## config.mk

```make
export PLATFORM = sky130hd
export DESIGN_NAME = v_init_mb_flat
export DESIGN_NICKNAME = d
export VERILOG_FILES = /design/src/rtl/v_init_mb_pkg.sv /design/src/rtl/v_init_mb_if.sv /design/src/rtl/v_init_mb_ptr.sv /design/src/rtl/v_init_mb.sv /design/src/flat_wrapper.sv
export SDC_FILE = /design/constraint.sdc
export NUM_CORES = 1
export LEC_CHECK = 0
export CORE_ASPECT_RATIO = 1.5
export CORE_UTILIZATION = 35
export CTS_BUF_LIST = sky130_fd_sc_hd__clkbuf_8
export DETAILED_ROUTE_END_ITERATION = 7
export GPL_ROUTABILITY_DRIVEN = 0
export PLACE_DENSITY = 0.74
export SKIP_CTS_REPAIR_TIMING = 1
export SLEW_MARGIN = 20
export SYNTH_ARGS = -nofsm -noshare
export SYNTH_HDL_FRONTEND = slang
export SYNTH_SLANG_ARGS = --single-unit
```

## constraint.sdc

```tcl
create_clock -name clk -period 3.4 [get_ports clk]
set_clock_uncertainty 0.1 [all_clocks]
set_input_delay 0.85 -clock clk [delete_from_list [all_inputs] [get_ports clk]]
set_output_delay 0.85 -clock clk [all_outputs]
set_load 0.01 [all_outputs]
```

## src/rtl/v_init_mb_pkg.sv

```systemverilog
// v_init_mb shared types: initialiser FSM states and the
// request bundle for the default context geometry.
package v_init_mb_pkg;

  localparam int unsigned CONTEXT_N     = 128;
  localparam int unsigned CONTEXT_AW    = $clog2(CONTEXT_N);
  localparam int unsigned CONTEXT_W     = 32;
  localparam int unsigned CONTEXT_BANKS = 2;

  typedef enum logic [1:0] {
    SWEEP_ALL,
    IDLE,
    SWEEP_RANGE,
    DONE
  } init_state_t;

  typedef struct packed {
    logic [CONTEXT_AW-1:0]    lo;
    logic [CONTEXT_AW-1:0]    hi;
    logic [CONTEXT_BANKS-1:0] mask;
    logic [CONTEXT_W-1:0]     data;
  } init_req_t;

endpackage

```

## src/rtl/v_init_mb_if.sv

```systemverilog
// v_init_mb_if: range re-init request handshake
// plus the completion pulse.
interface v_init_mb_if
  import v_init_mb_pkg::*;
#(
  parameter int unsigned W       = 32,
  parameter int unsigned N       = 128,
  parameter int unsigned BANKS_N = 2
);
  localparam int unsigned AW = $clog2(N);

  logic               i_req_vld;
  logic               o_req_rdy;
  logic [AW-1:0]      i_req_lo;
  logic [AW-1:0]      i_req_hi;
  logic [BANKS_N-1:0] i_req_mask;
  logic [W-1:0]       i_req_data;
  logic               o_done_vld;
  logic               o_done_err;

  modport master (
    output i_req_vld,
    output i_req_lo,
    output i_req_hi,
    output i_req_mask,
    output i_req_data,
    input  o_req_rdy,
    input  o_done_vld,
    input  o_done_err
  );

  modport slave (
    input  i_req_vld,
    input  i_req_lo,
    input  i_req_hi,
    input  i_req_mask,
    input  i_req_data,
    output o_req_rdy,
    output o_done_vld,
    output o_done_err
  );

endinterface

```

## src/rtl/v_init_mb_ptr.sv

```systemverilog
// v_init_mb_ptr: wrapping address counter with load,
// remaining-count and last-write flag; N need not be 2^k.
module v_init_mb_ptr #(
  parameter  int unsigned N  = 128,
  localparam int unsigned AW = $clog2(N)
) (
  input  logic          clk,
  input  logic          rst,
  input  logic          load_i,
  input  logic [AW-1:0] lo_i,
  input  logic [AW:0]   cnt_i,
  input  logic          step_i,
  output logic [AW-1:0] addr_o,
  output logic          last_o
);

  localparam logic [AW-1:0] TOP = AW'(N - 1);

  logic [AW-1:0] addr_q, addr_d;
  logic [AW:0]   rem_q, rem_d;

  always_comb begin
    addr_d = addr_q;
    rem_d  = rem_q;
    unique case (1'b1)
      load_i: begin
        addr_d = lo_i;
        rem_d  = cnt_i;
      end
      step_i: begin
        addr_d = (addr_q == TOP) ? '0 : addr_q + AW'(1);
        rem_d  = rem_q - (AW+1)'(1);
      end
      default: ;
    endcase
  end

  always_ff @(posedge clk) begin
    if (!rst) begin
      addr_q <= '0;
      rem_q  <= '0;
    end else begin
      addr_q <= addr_d;
      rem_q  <= rem_d;
    end
  end

  assign addr_o = addr_q;
  assign last_o = (rem_q == (AW+1)'(1));

endmodule

```

## src/rtl/v_init_mb.sv

```systemverilog
// v_init_mb: owns the context SRAM write ports; sweeps all banks
// after reset, then serves ranged re-init and functional writes.
module v_init_mb
  import v_init_mb_pkg::*;
#(
  parameter  int unsigned    W          = 32,
  parameter  int unsigned    N          = 128,
  parameter  int unsigned    BANKS_N    = 2,
  parameter  logic [W-1:0]   INIT_VALUE = '0,
  localparam int unsigned    AW         = $clog2(N)
) (
  input  logic                  clk,
  input  logic                  rst,
  v_init_mb_if.slave            req,
  output logic                  o_busy_r,
  input  logic [BANKS_N-1:0]    i_fn_wen,
  input  logic [BANKS_N*AW-1:0] i_fn_waddr,
  input  logic [BANKS_N*W-1:0]  i_fn_wdata,
  input  logic                  i_fn_drop_clr,
  output logic                  o_fn_drop_r,
  output logic [BANKS_N-1:0]    o_wen,
  output logic [BANKS_N*AW-1:0] o_waddr,
  output logic [BANKS_N*W-1:0]  o_wdata
);

  localparam logic [AW:0] N_W = (AW+1)'(N);

  init_state_t        state_q, state_d;
  logic               busy_q, busy_d;
  logic               rdy_q, rdy_d;
  logic               dvld_q, dvld_d;
  logic               derr_q, derr_d;
  logic               drop_q, drop_d;
  logic [BANKS_N-1:0] wen_q, wen_d;
  logic [W-1:0]       wdata_q, wdata_d;

  logic          ptr_load, ptr_step, ptr_last;
  logic [AW-1:0] ptr_lo, ptr_addr;
  logic [AW:0]   ptr_cnt;

  logic [AW:0] lo_x, hi_x, span, req_cnt;
  logic        req_bad, accept;

  // span is (hi - lo) mod N, one bit wider so N = 2^AW fits
  assign lo_x    = {1'b0, req.i_req_lo};
  assign hi_x    = {1'b0, req.i_req_hi};
  assign span    = (hi_x >= lo_x) ? hi_x - lo_x
                                  : hi_x + N_W - lo_x;
  assign req_cnt = span + (AW+1)'(1);
  assign req_bad = (lo_x >= N_W) || (hi_x >= N_W);
  assign accept  = req.i_req_vld && rdy_q;

  always_comb begin
    state_d  = state_q;
    busy_d   = busy_q;
    wen_d    = wen_q;
    wdata_d  = wdata_q;
    dvld_d   = 1'b0;
    derr_d   = 1'b0;
    ptr_load = 1'b0;
    ptr_step = 1'b0;
    ptr_lo   = '0;
    ptr_cnt  = N_W;
    unique case (state_q)
      SWEEP_ALL: begin
        if (~|wen_q) begin
          ptr_load = 1'b1;
          wen_d    = '1;
          wdata_d  = INIT_VALUE;
        end else if (ptr_last) begin
          wen_d   = '0;
          busy_d  = 1'b0;
          dvld_d  = 1'b1;
          state_d = DONE;
        end else begin
          ptr_step = 1'b1;
        end
      end
      SWEEP_RANGE: begin
        if (ptr_last) begin
          wen_d   = '0;
          busy_d  = 1'b0;
          dvld_d  = 1'b1;
          state_d = DONE;
        end else begin
          ptr_step = 1'b1;
        end
      end
      DONE: begin
        state_d = IDLE;
      end
      IDLE: begin
        if (accept) begin
          if (req_bad) begin
            dvld_d  = 1'b1;
            derr_d  = 1'b1;
            state_d = DONE;
          end else if (~|req.i_req_mask) begin
            dvld_d  = 1'b1;
            state_d = DONE;
          end else begin
            ptr_load = 1'b1;
            ptr_lo   = req.i_req_lo;
            ptr_cnt  = req_cnt;
            wen_d    = req.i_req_mask;
            wdata_d  = req.i_req_data;
            busy_d   = 1'b1;
            state_d  = SWEEP_RANGE;
          end
        end
      end
    endcase
  end

  assign rdy_d = (state_d == IDLE);

  // a new drop outranks a same-cycle clear
  always_comb begin
    drop_d = drop_q;
    if (busy_q && |i_fn_wen)
      drop_d = 1'b1;
    else if (i_fn_drop_clr)
      drop_d = 1'b0;
  end

  always_ff @(posedge clk) begin
    if (!rst) begin
      state_q <= SWEEP_ALL;
      busy_q  <= 1'b1;
      rdy_q   <= 1'b0;
      dvld_q  <= 1'b0;
      derr_q  <= 1'b0;
      drop_q  <= 1'b0;
      wen_q   <= '0;
      wdata_q <= '0;
    end else begin
      state_q <= state_d;
      busy_q  <= busy_d;
      rdy_q   <= rdy_d;
      dvld_q  <= dvld_d;
      derr_q  <= derr_d;
      drop_q  <= drop_d;
      wen_q   <= wen_d;
      wdata_q <= wdata_d;
    end
  end

  v_init_mb_ptr #(.N(N)) u_ptr (
    .clk    (clk),
    .rst    (rst),
    .load_i (ptr_load),
    .lo_i   (ptr_lo),
    .cnt_i  (ptr_cnt),
    .step_i (ptr_step),
    .addr_o (ptr_addr),
    .last_o (ptr_last)
  );

  assign o_busy_r       = busy_q;
  assign o_fn_drop_r    = drop_q;
  assign req.o_req_rdy  = rdy_q;
  assign req.o_done_vld = dvld_q;
  assign req.o_done_err = derr_q;

  assign o_wen   = busy_q ? wen_q : i_fn_wen;
  assign o_waddr = busy_q ? {BANKS_N{ptr_addr}} : i_fn_waddr;
  assign o_wdata = busy_q ? {BANKS_N{wdata_q}} : i_fn_wdata;

endmodule

```

## src/flat_wrapper.sv

```systemverilog
// flat-port wrapper written by rule: the top's interface ports become plain ports
module v_init_mb_flat import v_init_mb_pkg::*;
#(
  parameter  int unsigned    W          = 32,
  parameter  int unsigned    N          = 128,
  parameter  int unsigned    BANKS_N    = 2,
  parameter  logic [W-1:0]   INIT_VALUE = '0,
  localparam int unsigned    AW         = $clog2(N)
)
  (clk, rst, o_busy_r, i_fn_wen, i_fn_waddr, i_fn_wdata, i_fn_drop_clr, o_fn_drop_r, o_wen, o_waddr, o_wdata, req_i_req_vld, req_i_req_lo, req_i_req_hi, req_i_req_mask, req_i_req_data, req_o_req_rdy, req_o_done_vld, req_o_done_err);
  v_init_mb_if #(.W(W), .N(N), .BANKS_N(BANKS_N)) req_i ();
  input  logic clk;
  input  logic rst;
  output logic o_busy_r;
  input  logic [BANKS_N-1:0] i_fn_wen;
  input  logic [BANKS_N*AW-1:0] i_fn_waddr;
  input  logic [BANKS_N*W-1:0] i_fn_wdata;
  input  logic i_fn_drop_clr;
  output logic o_fn_drop_r;
  output logic [BANKS_N-1:0] o_wen;
  output logic [BANKS_N*AW-1:0] o_waddr;
  output logic [BANKS_N*W-1:0] o_wdata;
  input wire logic [$bits(req_i.i_req_vld)-1:0] req_i_req_vld;
  input wire logic [$bits(req_i.i_req_lo)-1:0] req_i_req_lo;
  input wire logic [$bits(req_i.i_req_hi)-1:0] req_i_req_hi;
  input wire logic [$bits(req_i.i_req_mask)-1:0] req_i_req_mask;
  input wire logic [$bits(req_i.i_req_data)-1:0] req_i_req_data;
  output wire logic [$bits(req_i.o_req_rdy)-1:0] req_o_req_rdy;
  output wire logic [$bits(req_i.o_done_vld)-1:0] req_o_done_vld;
  output wire logic [$bits(req_i.o_done_err)-1:0] req_o_done_err;
  assign req_i.i_req_vld = req_i_req_vld;
  assign req_i.i_req_lo = req_i_req_lo;
  assign req_i.i_req_hi = req_i_req_hi;
  assign req_i.i_req_mask = req_i_req_mask;
  assign req_i.i_req_data = req_i_req_data;
  assign req_o_req_rdy = req_i.o_req_rdy;
  assign req_o_done_vld = req_i.o_done_vld;
  assign req_o_done_err = req_i.o_done_err;
  v_init_mb #(.W(W), .N(N), .BANKS_N(BANKS_N), .INIT_VALUE(INIT_VALUE)) u_core (.clk(clk), .rst(rst), .req(req_i), .o_busy_r(o_busy_r), .i_fn_wen(i_fn_wen), .i_fn_waddr(i_fn_waddr), .i_fn_wdata(i_fn_wdata), .i_fn_drop_clr(i_fn_drop_clr), .o_fn_drop_r(o_fn_drop_r), .o_wen(o_wen), .o_waddr(o_waddr), .o_wdata(o_wdata));
endmodule
```

==> flow_metrics.py <==
metrics = {
    "synth": {
        "syn-num-nets": 753,
        "syn_inst": 605,
        "synth_edf_count": 0,
        "post_synth.cell_area_avg_um2": 6.58,
        "ys_types": 69,
        "ys_seq_area_share_pct": 27.6,
        "ys.warnings.count": 0,
        "async_reset_ff_share_pct": 0,
        "ys.flop_type": "dfxtp_1",
        "netlist_area_um2": 3980,
        "ys_ff_latch": 55,
    },
    "die": {
        "rows": 47,
        "die_w_um": 89.1,
        "io-pin-count": 217,
        "die_area_um2": 11800,
        "initial_utilization_pct": 36.0,
        "die_h_um": 133,
        "core_um2": 11100,
    },
    "setup_path": {
        "cp-start-kind": "input pin",
        "r2r_slack_ns": 1.01,
        "cp.required_ns": 3.51,
        "cpMaxStageDelayCell": "clkdlybuf4s50_1",
        "cp.arrival_ns": 3.32,
        "crit_fanout": 4,
        "crit_chain": "clkdlybuf4s50_1, ha_1, inv_1, fa_1, xor2_2, nand3_2, or4_1, a21oi_1, o21ai_1, a41o_1",
        "cp-end-kind": "register",
        "cpPeakStageDelay_ns": 0.48,
        "worstRegToRegCells": 8,
        "worst-setup-path-type": "in -> reg",
    },
    "pwr": {
        "sequentialPowerShare_pct": 25.6,
        "power_switching_mw": 1.60,
        "pwr-share-clk_pct": 11.6,
        "p_per_area_nw_per_um2": 562,
        "combPwrFrac_pct": 62.8,
        "power.leakage_nw": 2.62,
        "worst_ir_drop_vdd_mv": 0.477,
        "swShare_pct": 44.6,
        "p_int_mw": 1.99,
    },
    "sta": {
        "fin_crit_ns": 3.22,
        "worst_slew_pin_slew_ns": 0.594,
        "setup_viol": 0,
        "max_freq_ghz": 0.311,
        "setup_tns_ns": 0,
        "relSlewSlack_pct": 60.4,
        "fin_crit_sh_pct": 94.6,
        "hold_viol": 0,
        "drv_slew": 0,
        "rsz0062_at_grt": "no",
    },
    "global_routing": {
        "antenna_found_initial": 0,
        "grt_pass1_vias": 4522,
        "grt_max_degree": 64,
        "gr-total-overflow": 0,
        "grt_pass1_wl_um": 20900,
        "track_usage_pct": 22.1,
    },
    "drt": {
        "num_vias": 4842,
        "drc": 0,
        "ant_nets": 0,
        "drt_wl_total_um": 13900,
        "avgRoutedWirePerCell_um": 14.6,
        "routed_via_density": 5.09,
        "initialDrtViolationCount": 244,
        "dr.pass1.iters": 5,
    },
    "clock_tree": {
        "cts-root-buf": "clkbuf_8",
        "cts_buffers": 5,
        "htreeDepth": 2,
        "clock_latency_ns": 0.31,
        "clk_pin_slew_ns": 0.09,
        "cts_sinks": 55,
        "cts_tree": "done",
        "max-clock-path-buffers": 2,
    },
    "hold_path": {
        "hold_class": "reg -> reg",
        "hold_depth": 2,
    },
    "flow_run": {
        "cap_viol_max_count": 0,
    },
    "layout": {
        "stdcell_count": 952,
        "post-route-util_pct": 57.7,
        "drive_above_1_share_pct": 4.72,
        "final_nets": 953,
        "areaGrowthSynthToFinish_pct": 60.2,
        "antennaDiodeCount": 0,
    },
    "outcome": {
        "status": "complete, no violations",
    },
    "placed_design": {
        "placedCellCount": 945,
        "port_buffers": 215,
        "hpwl_um": 11200,
    },
}
## registers in the layout (all words and copies together) (netlist names)
register,count
u_core.u_ptr.addr_o,7
u_core.req.o_done_vld,1
u_core.wdata_q,32
u_core.o_fn_drop_r,1
u_core.o_busy_r,1
u_core.state_q,2
u_core.req.o_req_rdy,1
u_core.u_ptr.rem_q,8
u_core.wen_q,2
## layout by cell type, fill, tap and decap left out, drive strengths merged, types with 2 or more instances in the layout
cell	instances
a21boi	2
a21oi	61
a221oi	4
a222oi	2
a31oi	3
and2	2
and3	4
buf	13
clkbuf	5
clkdlybuf4s50	215
dfxtp	55
ha	15
inv	96
mux2	3
nand2	87
nand2b	3
nand3	41
nor2	33
nor2b	5
nor3	7
nor3b	3
o211a	2
o21ai	95
o22ai	2
o41ai	2
or2	2
or3	2
xnor2	8
xor2	3
## synthesized netlist by cell type (4+ instances only)
| cell | instances | area share, % |
|---|---|---|
| nor2_1 | 30 | 2.8 |
| xnor2_1 | 8 | 1.8 |
| buf_1 | 6 | 0.57 |
| inv_1 | 95 | 9.0 |
| a21oi_1 | 59 | 7.4 |
| clkbuf_1 | 24 | 2.3 |
| nor3_1 | 6 | 0.75 |
| nor2b_1 | 5 | 0.79 |
| nand3_1 | 40 | 5.0 |
| nand2_1 | 87 | 8.2 |
| and3_1 | 4 | 0.63 |
| o21ai_1 | 8 | 1.0 |
| dfxtp_1 | 55 | 28 |
| o21ai_0 | 87 | 11 |
| ha_1 | 15 | 4.7 |
## layout make-up
| cell class | instances | area [µm²] |
|---|---|---|
| clock inverters | 2 | 33.8 |
| inverters | 96 | 360 |
| fillers | 1076 | 4680 |
| clock buffers | 5 | 68.8 |
| flip-flops and latches | 55 | 1100 |
| multi-input cells | 419 | 2370 |
| repair buffers | 228 | 2260 |
| well taps | 147 | 184 |
## per-stage QoR
step	cell area (µm²)	hold slack, ns	total power [mW]	setup slack, ns
after global routing	6380	0.375	3.87	0.0647
after detailed placement	6280	0.346	3.18	-0.138
final	6380	0.358	3.59	0.184
after global placement	6280	0.340	3.11	-0.0782
after floorplan	3980	0.332	2.29	0.434
after CTS	6380	0.359	3.61	0.196
## power by group through the flow
| stage | clock, mW | sequential, mW | combinational [mW] |
|---|---|---|---|
| final | 0.418 | 0.918 | 2.25 |
| after global routing | 0.464 | 0.942 | 2.47 |
| after CTS | 0.438 | 0.915 | 2.25 |
| after detailed placement | 0 | 0.930 | 2.25 |
| after global placement | 0 | 0.922 | 2.19 |
| after floorplan | 0 | 0.870 | 1.42 |
## cell families (layout without fill, tap and decap cells)
kind of cell / after synthesis / count (layout) / share of synthesized area [%]
AOI/OAI and AO/OA: 189 / 189 / 27.0
xor gates and xnor gates: 11 / 11 / 2.61
adders and majority gates: 16 / 16 / 5.22
buffers and inverters: 131 / 331 / 12.9
DFF: 55 / 55 / 27.6
muxes: 3 / 3 / 0.848
other: 1 / 1 / 0.0942
and+or+nand+nor: 199 / 199 / 23.6
## layer usage
layer | vias to the layer above | part of all wire, % | GRT usage [%]
met1 | 2222 | 37 | 22.4
li1 | 2422 | - | -
met3 | 22 | 7.0 | 3.87
met5 | - | 0 | 0
met2 | 176 | 54 | 43.7
met4 | 0 | 2.2 | 6.79
## path summary, 6_finish.rpt
path,start,to
max,req_i_req_lo[0],u_core.u_ptr.rem_q[5]$_SDFFE_PN0P_
min,u_core.wdata_q[21]$_SDFFE_PN0P_,u_core.wdata_q[21]$_SDFFE_PN0P_
max reg2reg,u_core.state_q[0]$_SDFF_PN0_,u_core.u_ptr.addr_o[3]$_SDFFE_PN0P_
min reg2reg,u_core.wdata_q[21]$_SDFFE_PN0P_,u_core.wdata_q[21]$_SDFFE_PN0P_
## worst max-delay path: cells and delay by family
family                   cells  cell delay [ns]
adder cells (fa/ha/maj)      2             0.61
AND/OR/NAND/NOR              2             0.61
buffers and inverters        2             0.53
AO/OA/AOI/OAI                3             0.49
XOR/XNOR                     1             0.24
No activity file was read; power rests on OpenSTA's default activity.
